`config.mk`:
```
export PLATFORM = sky130hd
export DESIGN_NAME = countdown_timer_arbiter
export DESIGN_NICKNAME = d
export VERILOG_FILES = /design/src/rtl/countdown_timer_arbiter.sv
export SDC_FILE = /design/constraint.sdc
export NUM_CORES = 1
export LEC_CHECK = 0
export BUFFER_PORTS_ARGS = -buffer_cell sky130_fd_sc_hd__clkbuf_2
export CELL_PAD_IN_SITES_DETAIL_PLACEMENT = 1
export CELL_PAD_IN_SITES_GLOBAL_PLACEMENT = 1
export CORE_ASPECT_RATIO = 2
export CORE_MARGIN = 4
export CORE_UTILIZATION = 37
export CTS_CLUSTER_DIAMETER = 60
export DETAILED_ROUTE_END_ITERATION = 16
export PLACE_DENSITY = 0.77
export SETUP_SLACK_MARGIN = 0.02
export SYNTH_ARGS = -nofsm -noshare
export SYNTH_HDL_FRONTEND = slang
export SYNTH_SLANG_ARGS = --single-unit
```
`constraint.sdc`:
```
create_clock -name clk -period 2.3 [get_ports clk]
set_input_delay 0.46 -clock clk [delete_from_list [all_inputs] [get_ports clk]]
set_output_delay 0.46 -clock clk [all_outputs]
set_load 0.01 [all_outputs]
```
`src/rtl/countdown_timer_arbiter.sv`:
```
// Shares one WIDTH-bit down-counter among N_REQ requesters (round-robin grant, load, count to zero, done pulse).
// Define CDT_ARB_FIXED_PRIO_EN for fixed priority (lowest index wins, pointer held at reset value).
module countdown_timer_arbiter #(
  parameter int unsigned WIDTH = 4,
  parameter int unsigned N_REQ = 4,
  localparam int unsigned ID_W = $clog2(N_REQ)
) (
  input  logic                   clk,
  input  logic                   reset,
  input  logic [N_REQ-1:0]       req_i,
  input  logic [N_REQ*WIDTH-1:0] req_val_i,
  input  logic                   abort_i,
  output logic [N_REQ-1:0]       gnt_o,
  output logic [ID_W-1:0]        gnt_id_o,
  output logic                   busy_o,
  output logic [WIDTH-1:0]       cnt_o,
  output logic [N_REQ-1:0]       done_o
);

  typedef enum logic [1:0] {S_IDLE, S_COUNT, S_DONE} state_e;

  state_e           state_q, state_d;
  logic [N_REQ-1:0] gnt_q, gnt_d;
  logic [ID_W-1:0]  gnt_id_q, gnt_id_d;
  logic             busy_q, busy_d;
  logic [WIDTH-1:0] cnt_q, cnt_d;
  logic [N_REQ-1:0] done_q, done_d;
  logic [ID_W-1:0]  ptr_q, ptr_d;

  logic [WIDTH-1:0] val_arr [N_REQ];
  logic             win_found;
  logic [ID_W-1:0]  win_id;
  logic [ID_W-1:0]  cand;

  always_comb begin : unpack_vals
    for (int unsigned i = 0; i < N_REQ; i++) begin
      val_arr[i] = req_val_i[i*WIDTH +: WIDTH];
    end
  end

  // Winner selection; the first hit in search order wins.
  always_comb begin : arbitrate
    win_found = 1'b0;
    win_id    = '0;
    cand      = '0;
`ifdef CDT_ARB_FIXED_PRIO_EN
    for (int unsigned i = 0; i < N_REQ; i++) begin
      cand = ID_W'(i);
      if (!win_found && req_i[cand]) begin
        win_found = 1'b1;
        win_id    = cand;
      end
    end
`else
    for (int unsigned k = 1; k <= N_REQ; k++) begin
      cand = ID_W'((32'(ptr_q) + k) % N_REQ);
      if (!win_found && req_i[cand]) begin
        win_found = 1'b1;
        win_id    = cand;
      end
    end
`endif
  end

  always_comb begin : next_state
    state_d  = state_q;
    gnt_d    = gnt_q;
    gnt_id_d = gnt_id_q;
    busy_d   = busy_q;
    cnt_d    = cnt_q;
    done_d   = '0;
    ptr_d    = ptr_q;
    case (state_q)
      S_IDLE: begin
        if (win_found) begin
          state_d  = S_COUNT;
          gnt_d    = N_REQ'(1) << win_id;
          gnt_id_d = win_id;
          cnt_d    = val_arr[win_id];
          busy_d   = 1'b1;
        end
      end
      S_COUNT: begin
        // Abort takes precedence over reaching zero: no done pulse.
        if (abort_i) begin
          state_d = S_IDLE;
          gnt_d   = '0;
          busy_d  = 1'b0;
          cnt_d   = '1;
`ifndef CDT_ARB_FIXED_PRIO_EN
          ptr_d   = gnt_id_q;
`endif
        end else if (cnt_q == '0) begin
          state_d = S_DONE;
          done_d  = gnt_q;
        end else begin
          cnt_d = cnt_q - WIDTH'(1);
        end
      end
      S_DONE: begin
        state_d = S_IDLE;
        gnt_d   = '0;
        busy_d  = 1'b0;
        cnt_d   = '1;
`ifndef CDT_ARB_FIXED_PRIO_EN
        ptr_d   = gnt_id_q;
`endif
      end
      default: begin
        state_d = S_IDLE;
        gnt_d   = '0;
        busy_d  = 1'b0;
        cnt_d   = '1;
      end
    endcase
  end

  always_ff @(posedge clk or posedge reset) begin : regs
    if (reset) begin
      state_q  <= S_IDLE;
      gnt_q    <= '0;
      gnt_id_q <= ID_W'(N_REQ - 1);
      busy_q   <= 1'b0;
      cnt_q    <= '1;
      done_q   <= '0;
      ptr_q    <= ID_W'(N_REQ - 1);
    end else begin
      state_q  <= state_d;
      gnt_q    <= gnt_d;
      gnt_id_q <= gnt_id_d;
      busy_q   <= busy_d;
      cnt_q    <= cnt_d;
      done_q   <= done_d;
      ptr_q    <= ptr_d;
    end
  end

  assign gnt_o    = gnt_q;
  assign gnt_id_o = gnt_id_q;
  assign busy_o   = busy_q;
  assign cnt_o    = cnt_q;
  assign done_o   = done_q;

endmodule

```
==> results of run 1 <==
## layer usage
layer  track usage  part of all wire
met4        0.0680             0.018
met2         0.314              0.61
met3        0.0231             0.040
met1         0.158              0.33
met5             0                 0
## Yosys cell counts
library cell	n	area share
a211oi_1	2	0.013
a21o_1	2	0.013
a21oi_1	4	0.018
a221oi_1	1	0.0078
a22oi_1	1	0.0067
a31oi_4	1	0.019
a32oi_1	1	0.0078
and2_1	1	0.0056
and3_1	6	0.033
buf_6	1	0.010
buf_8	1	0.013
dfrtp_1	11	0.24
dfstp_2	8	0.19
ha_1	2	0.022
inv_1	4	0.013
mux2_2	7	0.070
mux2i_1	11	0.098
nand2_1	12	0.040
nand2b_1	2	0.011
nand2b_4	1	0.012
nand3_1	1	0.0044
nand3b_4	1	0.018
nor2_1	7	0.023
nor2b_1	3	0.017
nor3_2	1	0.0089
nor3b_1	1	0.0067
nor3b_2	1	0.011
nor4_1	2	0.011
o21a_1	1	0.0067
o21ai_0	5	0.022
o21bai_1	1	0.0067
o221ai_2	1	0.013
o31ai_1	1	0.0067
## cells by family (layout without fill, tap and decap cells)
kind of cell | count (synthesis) | in the layout | share of synthesized area
mux | 18 | 18 | 0.168
compound gates | 21 | 21 | 0.141
buf+inv | 6 | 47 | 0.0366
fa+ha+maj | 2 | 2 | 0.0222
flops | 19 | 19 | 0.431
simple gates | 39 | 39 | 0.202
## worst reg2reg max path, stage by stage, from the launching register on
cell      delay, ps
dfstp_2         650
nand3b_4        100
a31oi_4         430
mux2i_1         140
mux2_2          270
a221oi_1        300
## area by class of cell
| class | instances | share of cell area |
|---|---|---|
| Sequential cell | 19 | 0.350 |
| Inverter | 4 | 0.0108 |
| Multi-Input combinational cell | 80 | 0.433 |
| Clock inverter | 1 | 0.00541 |
| Tap cell | 30 | 0.0271 |
| Timing Repair Buffer | 39 | 0.144 |
| Clock buffer | 3 | 0.0298 |
## worst paths after layout
| check | cells past startpoint | slack, ps | to | startpoint |
|---|---|---|---|---|
| max | 5 | 310 | cnt_o[3] | ptr_q[1] |
| min | 2 | 290 | done_o[0] | reset |
| max reg2reg | 5 | 310 | cnt_o[3] | ptr_q[1] |
| min reg2reg | 1 | 490 | busy_o | busy_o |
| max in group asynchronous | 2 | 1560 | busy_o | reset |
| min in group clk | 1 | 490 | busy_o | busy_o |
## sequential cells by signal (all words and copies together), names as in the netlist
| signal | count |
|---|---|
| busy_o | 1 |
| gnt_o | 4 |
| done_o | 4 |
| gnt_id_o | 2 |
| cnt_o | 4 |
| ptr_q | 2 |
| state_q | 2 |
## power breakdown
| group | internal, mW | switching (mW) |
|---|---|---|
| clock | 0.122 | 0.122 |
| sequential | 0.505 | 0.154 |
| combinational | 0.347 | 0.353 |
## per-stage QoR
step	hold WS, ps	instances
6_report	289	176
3_3_place_gp	464	172
5_1_grt	361	176
2_1_floorplan	405	105
3_5_place_dp	471	172
4_1_cts	312	176
==> results by group, run 1 <==
CTS
  – Longest Clk Path Bufs: 2
  – CTS resizes: 0
  – Root buffer cell: clkbuf_8
  – Clock Pin Slew Worst Setup and Hold Paths: 80 ps
  – Num CTS Buffers: 3
  – Clk Latency, worst-skew pair: 260 ps
  – Setup bufs post-CTS: 0
  – H-tree level count: 1
  – Hold_buf cts: 0
  – Clock Sinks: 19
  – CTS tree: yes

Route
  – Post-DRT Antenna Nets: 0
  – Total routed wirelength: 2890 µm
  – Routed vias/inst: 5.48
  – Avg WL per Cell: 16.4 µm
  – Initial DRC count: 12
  – DRC viols: 0
  – Vias: 965
  – TritonRoute pass-1 iters: 2

STA
  – Setup TNS: 0 ps
  – Endpoints failing setup: 0
  – Final WS setup: 310 ps
  – Tmin final: 1990 ps
  – Final hold vios: 0
  – Slew margin rel.: 0.521
  – Worst-Margin Slew: 718 ps
  – Clock Skew: 2.87 ps
  – RSZ-0062 raised after global routing: false
  – FMAX: 502 MHz
  – Pins over their slew limit: 0
  – Crit share post-route: 0.865

Placement
  – Post-DP HPWL: 2410 µm
  – Setup WS pre-CTS: 239 ps
  – I/O Buffers: 37
  – Routability cong.: 0.796
  – Placed Area: 1340 µm²

Cells and area
  – Synth-to-Final Area Change: 23.1%
  – Fin nets: 172
  – ANT cells: 0
  – Share of cells above drive strength 1: 0.438
  – Final Util: 0.472
  – Final Cell Area: 1390 µm²
  – FF+latch area: 485 µm²
  – Footprint of the multi-input gates: 601 µm²
  – Commonest non-fill, non-tap cell in the layout: clkbuf_2
  – Commonest non-fill, non-tap cells in the layout: clkbuf_2 (37), nand2_1 (12), mux2i_1 (11), dfrtp_1 (11), dfstp_2 (8)
  – # fillers: 368

Synthesis
  – Sequential area share after synthesis: 0.431
  – Distinct cells, synth: 33
  – Mapped Avg Cell Area: 10.7 µm²
  – Yosys synthesis warning count: 0
  – Synthesized Nets: 130
  – Area of the mapped netlist: 1130 µm²
  – FF+latch count, synth: 19
  – Synthesized instance count: 105

GRT
  – First-pass GRT wire length: 4800 µm
  – Antenna violations before repair: 0
  – Largest net degree at the start of global routing: 20
  – GR Overflow Total: 0
  – Number of global-route vias before repair: 1065
  – GRT Total Usage: 0.164

Worst setup path
  – Buf/Inv on CP: 0
  – CP max stage delay: 650 ps
  – Startpoint Class: flip-flop
  – Delay-heaviest family, CP: compound AO/OA/AOI/OAI gates
  – Crit path max fanout: 12
  – Worst setup EP type: flip-flop
  – Crit path DAT: 2160 ps
  – WS Path Type: reg2reg
  – Req. time, crit path: 2470 ps
  – Critical Path, Cell by Cell: nand3b_4 > a31oi_4 > mux2i_1 > mux2_2 > a221oi_1
  – CP max-delay cell: dfstp_2

Floorplanning
  – Rows: 28
  – Effective utilization at floorplan: 0.383
  – Die Wd: 47.0 µm
  – Core area: 2940 µm²
  – I/O Pins: 38
  – Die area: 4050 µm²
  – Chip height: 86.1 µm

Power and ir drop
  – Leakage: 0.709 nW
  – Maximum vdd drop: 0.000467 V
  – PwrDens: 1160 nW/µm²
  – Total power: 1.60 mW

Run status
  – Status: finished clean

Worst hold path
  – Hold Path Class: in2async

Run
  – Max_cap viols: 0
Note: power is estimated with default switching activity, not from simulation.
==> run 2, diff against run 1 <==
- ABC_AREA: default -> 1
- CORE_ASPECT_RATIO: 2 -> default
- CORE_UTILIZATION: 37 -> 36
- CTS_CLUSTER_DIAMETER: 60 -> 80
- PLACE_DENSITY: 0.77 -> 0.78
==> run 2 against run 1 <==
Net effect: first-iteration DRC count rose to 4.6 times the previous value; fmax down 2.5%; non-clock buffer count unchanged; die area up 17%; critical path type unchanged; largest cell class unchanged.
==> results by group, run 2 <==
Run status
  – Status: finished clean (unchanged)

Power and ir drop
  – Clk pwr share: 0.094 (was 0.153)
  – PwrDens: 1520 nW/µm² (was 1160 nW/µm²)
  – Seq pwr share: 0.254 (was 0.411)
  – Leakage: 0.895 nW (was 0.709 nW)
  – Logic pwr share: 0.652 (was 0.437)
  – Sw Ratio: 0.525 (was 0.392)
  – Internal: 1.17 mW (was 0.974 mW)
  – Maximum vdd drop: 0.000509 V (was 0.000467 V)
  – Net Switching: 1.29 mW (was 0.629 mW)

Run
  – Max_cap viols: 0 (unchanged)

STA
  – Endpoints failing setup: 0 (unchanged)
  – Pins over their slew limit: 0 (unchanged)
  – Min Hold Slack: 305 ps (was 289 ps)
  – Clock Skew: 1.43 ps (was 2.87 ps)
  – Slew margin rel.: 0.506 (was 0.521)
  – FMAX: 490 MHz (was 502 MHz)
  – Tmin final: 2040 ps (was 1990 ps)
  – Final WS setup: 259 ps (was 310 ps)
  – Setup TNS: 0 ps (unchanged)
  – Final hold vios: 0 (unchanged)
  – RSZ-0062 raised after global routing: false (unchanged)
  – Worst-Margin Slew: 740 ps (was 718 ps)
  – Crit share post-route: 0.887 (was 0.865)

Worst setup path
  – Startpoint Class: flip-flop (unchanged)
  – Worst setup EP type: flip-flop (unchanged)
  – Req. time, crit path: 2490 ps (was 2470 ps)
  – CP max stage delay: 620 ps (was 650 ps)
  – Crit path DAT: 2230 ps (was 2160 ps)
  – CP max-delay cell: dfstp_2 (unchanged)
  – Critical Path, Cell by Cell: inv_2 > nand2_1 > nand2_2 > nand2_2 > nand2_2 > nor2_4 > nand3_2 > nand2_4 > nand2_8 > nand2_1 > nand2_1 > nand2_1 > nand3_1 > nand2_1 > nand2_1 (was nand3b_4 > a31oi_4 > mux2i_1 > mux2_2 > a221oi_1)
  – Buf/Inv on CP: 1 (was 0)
  – Most used cell, CP: nand2_1
  – Delay-heaviest family, CP: simple AND/OR/NAND/NOR gates (was compound AO/OA/AOI/OAI gates)
  – Crit path max fanout: 13 (was 12)
  – WS Path Type: reg2reg (unchanged)

Synthesis
  – Yosys top cell area share: 0.206 (was 0.244)
  – Ys async rst share: 1.00 (unchanged)
  – Sequential area share after synthesis: 0.363 (was 0.431)
  – Distinct cells, synth: 26 (was 33)
  – Mapped Avg Cell Area: 7.00 µm² (was 10.7 µm²)
  – Synthesized Nets: 216 (was 130)
  – Top_reg_cell synth: dfrtp_1 (unchanged)
  – Most common cell in the synthesized netlist: nand2_1 (unchanged)
  – Synthesized instance count: 191 (was 105)
  – Post-synth EDFFs: 0 (unchanged)
  – Yosys top cell by area: dfrtp_1 (unchanged)
  – Top cells by count, synth: nand2_1 (68), inv_1 (21), nand3_1 (20) (was nand2_1 (12), dfrtp_1 (11), mux2i_1 (11))
  – FF+latch count, synth: 19 (unchanged)
  – Yosys synthesis warning count: 0 (unchanged)
  – Area of the mapped netlist: 1340 µm² (was 1130 µm²)
  – Top cells by area, synth: dfrtp_1 (21%), nand2_1 (19%), dfstp_2 (16%) (was dfrtp_1 (24%), dfstp_2 (19%), mux2i_1 (9.8%))

Placement
  – I/O Buffers: 37 (unchanged)
  – Setup WS pre-CTS: 194 ps (was 239 ps)
  – Routability cong.: 0.794 (was 0.796)
  – Post-DP HPWL: 3010 µm (was 2410 µm)

GRT
  – GRT Total Usage: 0.173 (was 0.164)
  – GR Overflow Total: 0 (unchanged)
  – Met3 Resource Use GR: 0.0259 (was 0.0231)
  – GR peak layer: met2 (unchanged)
  – Met2 Use GR: 0.274 (was 0.314)
  – First-pass GRT wire length: 6220 µm (was 4800 µm)
  – Number of global-route vias before repair: 1352 (was 1065)
  – M1 GR Usage: 0.246 (was 0.158)
  – Largest net degree at the start of global routing: 20 (unchanged)
  – Antenna violations before repair: 0 (unchanged)

Floorplanning
  – Chip height: 68.9 µm (was 86.1 µm)
  – Die area: 4750 µm² (was 4050 µm²)
  – Rows: 21 (was 28)
  – Core area: 3470 µm² (was 2940 µm²)
  – Die Wd: 68.9 µm (was 47.0 µm)
  – I/O Pins: 38 (unchanged)
  – Effective utilization at floorplan: 0.385 (was 0.383)

CTS
  – Root buffer cell: clkbuf_8 (unchanged)
  – Longest Clk Path Bufs: 2 (unchanged)
  – Clock Pin Slew Worst Setup and Hold Paths: 70 ps (was 80 ps)
  – Clock Sinks: 19 (unchanged)
  – Clk Latency, worst-skew pair: 250 ps (was 260 ps)
  – Num CTS Buffers: 3 (unchanged)
  – Hold_buf cts: 0 (unchanged)
  – CTS tree: yes (unchanged)
  – H-tree level count: 1 (unchanged)

Cells and area
  – Commonest non-fill, non-tap cells in the layout: nand2_1 (68), clkbuf_2 (37), inv_1 (21), nand3_1 (20), nand2_2 (14) (was clkbuf_2 (37), nand2_1 (12), mux2i_1 (11), dfrtp_1 (11), dfstp_2 (8))
  – # fillers: 488 (was 368)
  – Share of cells above drive strength 1: 0.325 (was 0.438)
  – Commonest non-fill, non-tap cell in the layout: nand2_1 (was clkbuf_2)
  – ANT cells: 0 (unchanged)
  – Fin nets: 257 (was 172)
  – Synth-to-Final Area Change: 21.3% (was 23.1%)

Route
  – Avg WL per Cell: 13.1 µm (was 16.4 µm)
  – Routed vias/inst: 4.80 (was 5.48)
  – Total routed wirelength: 3640 µm (was 2890 µm)
  – Vias: 1329 (was 965)
  – Post-DRT Antenna Nets: 0 (unchanged)
  – Initial DRC count: 55 (was 12)
  – DRC viols: 0 (unchanged)
  – TritonRoute pass-1 iters: 4 (was 2)

Worst hold path
  – Hold Path Class: in2async (unchanged)
-- run 2: changes by cell type after synthesis, sizes merged, moves of 3 or more --
cell	change
inv	+20
and3	-6
nand2b	-3
nor2b	-3
nand3	+20
mux2	-7
nand4	+5
mux2i	-11
nor2	+6
nand2	+74
-- run 2: final cells by class --
type,count,area [µm²],area share
tap,46,57.6,0.0355
sequential,19,485,0.299
inverter,24,92.6,0.0571
clock buffer,4,45.0,0.0278
timing repair buffer,39,200,0.123
multi-input combinational,145,741,0.457
-- run 2: repair_timing --
| action | in CTS | in global routing |
|---|---|---|
| gates resized for setup | 0 | 4 |
| buffers inserted | 0 | 1 |
| setup endpoints to repair | 0 | 3 |
-- run 2: path summary, 6_finish.rpt --
| path | to | startpoint | cells after the start | slack (ps) |
|---|---|---|---|---|
| worst max register to register | cnt_o[2] | ptr_q[1] | 15 | 260 |
| worst min register to register | gnt_id_o[1] | gnt_id_o[1] | 2 | 490 |
| max in group asynchronous | state_q[0] | reset | 2 | 1530 |
| worst max-delay path | cnt_o[2] | ptr_q[1] | 15 | 260 |
| worst min-delay path | gnt_o[3] | reset | 2 | 300 |
| min in group clk | state_q[0] | abort_i | 2 | 430 |
-- run 2: logic make-up after synthesis --
logic type | after synthesis | synth area share
AND/OR/NAND/NOR | 126 | 0.446
buffers and inverters | 27 | 0.0927
flip-flops | 19 | 0.363
AO/OA/AOI/OAI | 15 | 0.0665
XOR/XNOR | 2 | 0.0131
adder cells (fa/ha/maj) | 2 | 0.0187
-- run 2: routing by layer --
metal  wire (µm)  up-vias  part of all wire
met2        1600       31              0.44
met1        1850      609              0.51
met5           0        -                 0
met4          32        0            0.0088
li1            -      685                 -
met3         160        4             0.044
-- run 2: per-stage QoR --
step            util  instances  power, mW  area [µm²]
3_3_place_gp   0.448        272       2.16        1550
4_1_cts        0.461        276       2.43        1600
3_5_place_dp   0.448        272       2.18        1550
2_1_floorplan      -        191       1.84        1340
6_report       0.468        277       2.46        1620
5_1_grt        0.468        277       2.75        1620
-- run 2: power by group through the flow --
stage	Clock (mW)	Combinational [mW]	Sequential, mW
floorplan	0	1.22	0.626
global placement	0	1.53	0.628
detailed placement	0	1.55	0.633
CTS	0.236	1.56	0.628
global route	0.251	1.86	0.645
finish	0.231	1.61	0.625
==> run 3, diff against run 2 <==
- CORE_MARGIN: 4 -> 2
- CTS_BUF_LIST: default -> sky130_fd_sc_hd__clkbuf_16
==> run 3 against run 2 <==
Net effect: wire length increased by 2.4%; clock-buffer cell count decreased by 1; sequential share of layout area decreased by 0.43 points; fmax about the same; combinational power decreased by 2%; clock skew increased by 1.4 ps; via count about the same; non-clock buffer count decreased by 1; register-to-register slack about the same; critical path type unchanged.
==> results by group, run 3 (synthesized netlist as in run 2, its figures left out) <==
GRT
  – Largest net degree at the start of global routing: 20 (unchanged)
  – First-pass GRT wire length: 6380 µm (was 6220 µm)
  – Antenna violations before repair: 0 (unchanged)
  – GR Overflow Total: 0 (unchanged)
  – Number of global-route vias before repair: 1387 (was 1352)
  – GRT Total Usage: 0.202 (was 0.173)

Worst setup path
  – WS Path Type: reg2reg (unchanged)
  – Startpoint Class: flip-flop (unchanged)
  – Crit path DAT: 2230 ps (about the same)
  – Req. time, crit path: 2490 ps (about the same)
  – Crit path max fanout: 11 (was 13)
  – Worst setup EP type: flip-flop (unchanged)

Placement
  – Post-DP HPWL: 2870 µm (was 3010 µm)
  – I/O Buffers: 37 (unchanged)
  – Placed insts: 274 (was 272)
  – Placed Area: 1560 µm² (was 1550 µm²)
  – Routability cong.: 0.797 (was 0.794)
  – Setup WS pre-CTS: 240 ps (was 194 ps)

Cells and area
  – Fin nets: 256 (was 257)
  – Share of cells above drive strength 1: 0.326 (was 0.325)
  – Fin cells: 278 (was 277)
  – Commonest non-fill, non-tap cells in the layout: nand2_1 (68), clkbuf_2 (37), inv_1 (21), nand3_1 (20), nand2_2 (15) (was nand2_1 (68), clkbuf_2 (37), inv_1 (21), nand3_1 (20), nand2_2 (14))
  – Synth-to-Final Area Change: 23.1% (was 21.3%)
  – # fillers: 493 (was 488)
  – Footprint of the multi-input gates: 732 µm² (was 741 µm²)
  – ANT cells: 0 (unchanged)
  – Commonest non-fill, non-tap cell in the layout: nand2_1 (unchanged)
  – Final Cell Area: 1650 µm² (was 1620 µm²)
  – FF+latch area: 485 µm² (unchanged)

Power and ir drop
  – Seq pwr share: 0.244 (was 0.254)
  – Sw Ratio: 0.507 (was 0.525)
  – Leakage: 0.901 nW (was 0.895 nW)
  – Clk pwr share: 0.145 (was 0.094)
  – Net Switching: 1.30 mW (was 1.29 mW)
  – PwrDens: 1570 nW/µm² (was 1520 nW/µm²)
  – Maximum vdd drop: 0.000583 V (was 0.000509 V)
  – Internal: 1.27 mW (was 1.17 mW)
  – Logic pwr share: 0.611 (was 0.652)

Route
  – Post-DRT Antenna Nets: 0 (unchanged)
  – TritonRoute pass-1 iters: 4 (unchanged)
  – Avg WL per Cell: 13.4 µm (was 13.1 µm)
  – DRC viols: 0 (unchanged)
  – Initial DRC count: 45 (was 55)
  – Vias: 1328 (was 1329)
  – Total routed wirelength: 3730 µm (was 3640 µm)
  – Routed vias/inst: 4.78 (was 4.80)

Floorplanning
  – Chip height: 64.9 µm (was 68.9 µm)
  – Die Wd: 64.9 µm (was 68.9 µm)
  – Rows: 22 (was 21)
  – Effective utilization at floorplan: 0.371 (was 0.385)
  – Core area: 3610 µm² (was 3470 µm²)
  – I/O Pins: 38 (unchanged)
  – Die area: 4220 µm² (was 4750 µm²)

STA
  – Min Hold Slack: 309 ps (was 305 ps)
  – Tmin final: 2040 ps (about the same)
  – FMAX: 490 MHz (about the same)
  – Pins over their slew limit: 0 (unchanged)
  – Clock Skew: 2.81 ps (was 1.43 ps)
  – RSZ-0062 raised after global routing: false (unchanged)
  – Slew margin rel.: 0.500 (was 0.506)
  – Final WS setup: 260 ps (was 259 ps)
  – Setup TNS: 0 ps (unchanged)
  – Crit share post-route: 0.887 (about the same)
  – Worst-Margin Slew: 750 ps (was 740 ps)
  – Final hold vios: 0 (unchanged)
  – Endpoints failing setup: 0 (unchanged)

CTS
  – Root buffer cell: clkbuf_16 (was clkbuf_8)
  – CTS tree: yes (unchanged)
  – Hold_buf cts: 0 (unchanged)
  – Setup bufs post-CTS: 0 (unchanged)
  – Clk Latency, worst-skew pair: 260 ps (was 250 ps)
  – Longest Clk Path Bufs: 2 (unchanged)
  – Clock Pin Slew Worst Setup and Hold Paths: 60 ps (was 70 ps)
  – Num CTS Buffers: 3 (unchanged)
  – CTS resizes: 0 (unchanged)
  – H-tree level count: 1 (unchanged)
  – Clock Sinks: 19 (unchanged)

Run
  – Max_cap viols: 0 (unchanged)

Worst hold path
  – Hold Path Class: in2async (unchanged)

Run status
  – Status: finished clean (unchanged)
run 3: cell count changes in the layout (fill, tap and decap cells not counted), sizes merged:
cell,delta
buf,-1
clkbuf,-1
clkinvlp,+1
run 3: area by class of cell:
| cell class | instances | area share |
|---|---|---|
| timing repair buffer | 38 | 0.117 |
| inverter | 24 | 0.0563 |
| clock buffer | 3 | 0.0456 |
| clock inverter | 1 | 0.00456 |
| sequential | 19 | 0.295 |
| tap | 48 | 0.0365 |
| multi-input combinational | 145 | 0.445 |
run 3: routing by layer:
metal  GRT usage  up-vias  wire (µm)  part of all wire
met1       0.244      616       1640              0.44
met2       0.347       23       1880              0.50
li1            -      684          -                 -
met3      0.0382        5        136             0.036
met5           0        -          0                 0
met4      0.0878        0         72             0.019
run 3: metrics by stage:
stage                util  total power, mW
detailed placement  0.431             2.19
floorplan               -             1.84
finish              0.456             2.58
global placement    0.431             2.17
global route        0.456             2.86
CTS                 0.454             2.59
run 3: critical path, stage by stage, from the launching register on:
cell      delay, ps
dfstp_2         620
inv_4           110
nand2_1          90
nand2_2          80
nand2_2          70
nand2_2          80
inv_2            60
nand3_1          60
nor2_1          190
nor2_4           80
buf_4           150
nand4_1          70
nand3_1          90
o21bai_1        140
nand2_1          60
run 3: final timing paths:
kind / from / to / slack (ps) / cells past startpoint
min in group clk: abort_i / state_q[0] / 430 / 2
max in group asynchronous: reset / busy_o / 1520 / 2
hold / removal: reset / gnt_o[3] / 310 / 2
setup / recovery: ptr_q[0] / cnt_o[1] / 260 / 14
hold reg to reg: busy_o / busy_o / 480 / 2
setup reg to reg: ptr_q[0] / cnt_o[1] / 260 / 14
run 3: power groups by stage:
stage               Sequential [mW]  Combinational (mW)  Clock [mW]
CTS                           0.629                1.58       0.381
floorplan                     0.626                1.22           0
detailed placement            0.632                1.55           0
global placement              0.627                1.54           0
global route                  0.648                1.82       0.396
finish                        0.628                1.57       0.373
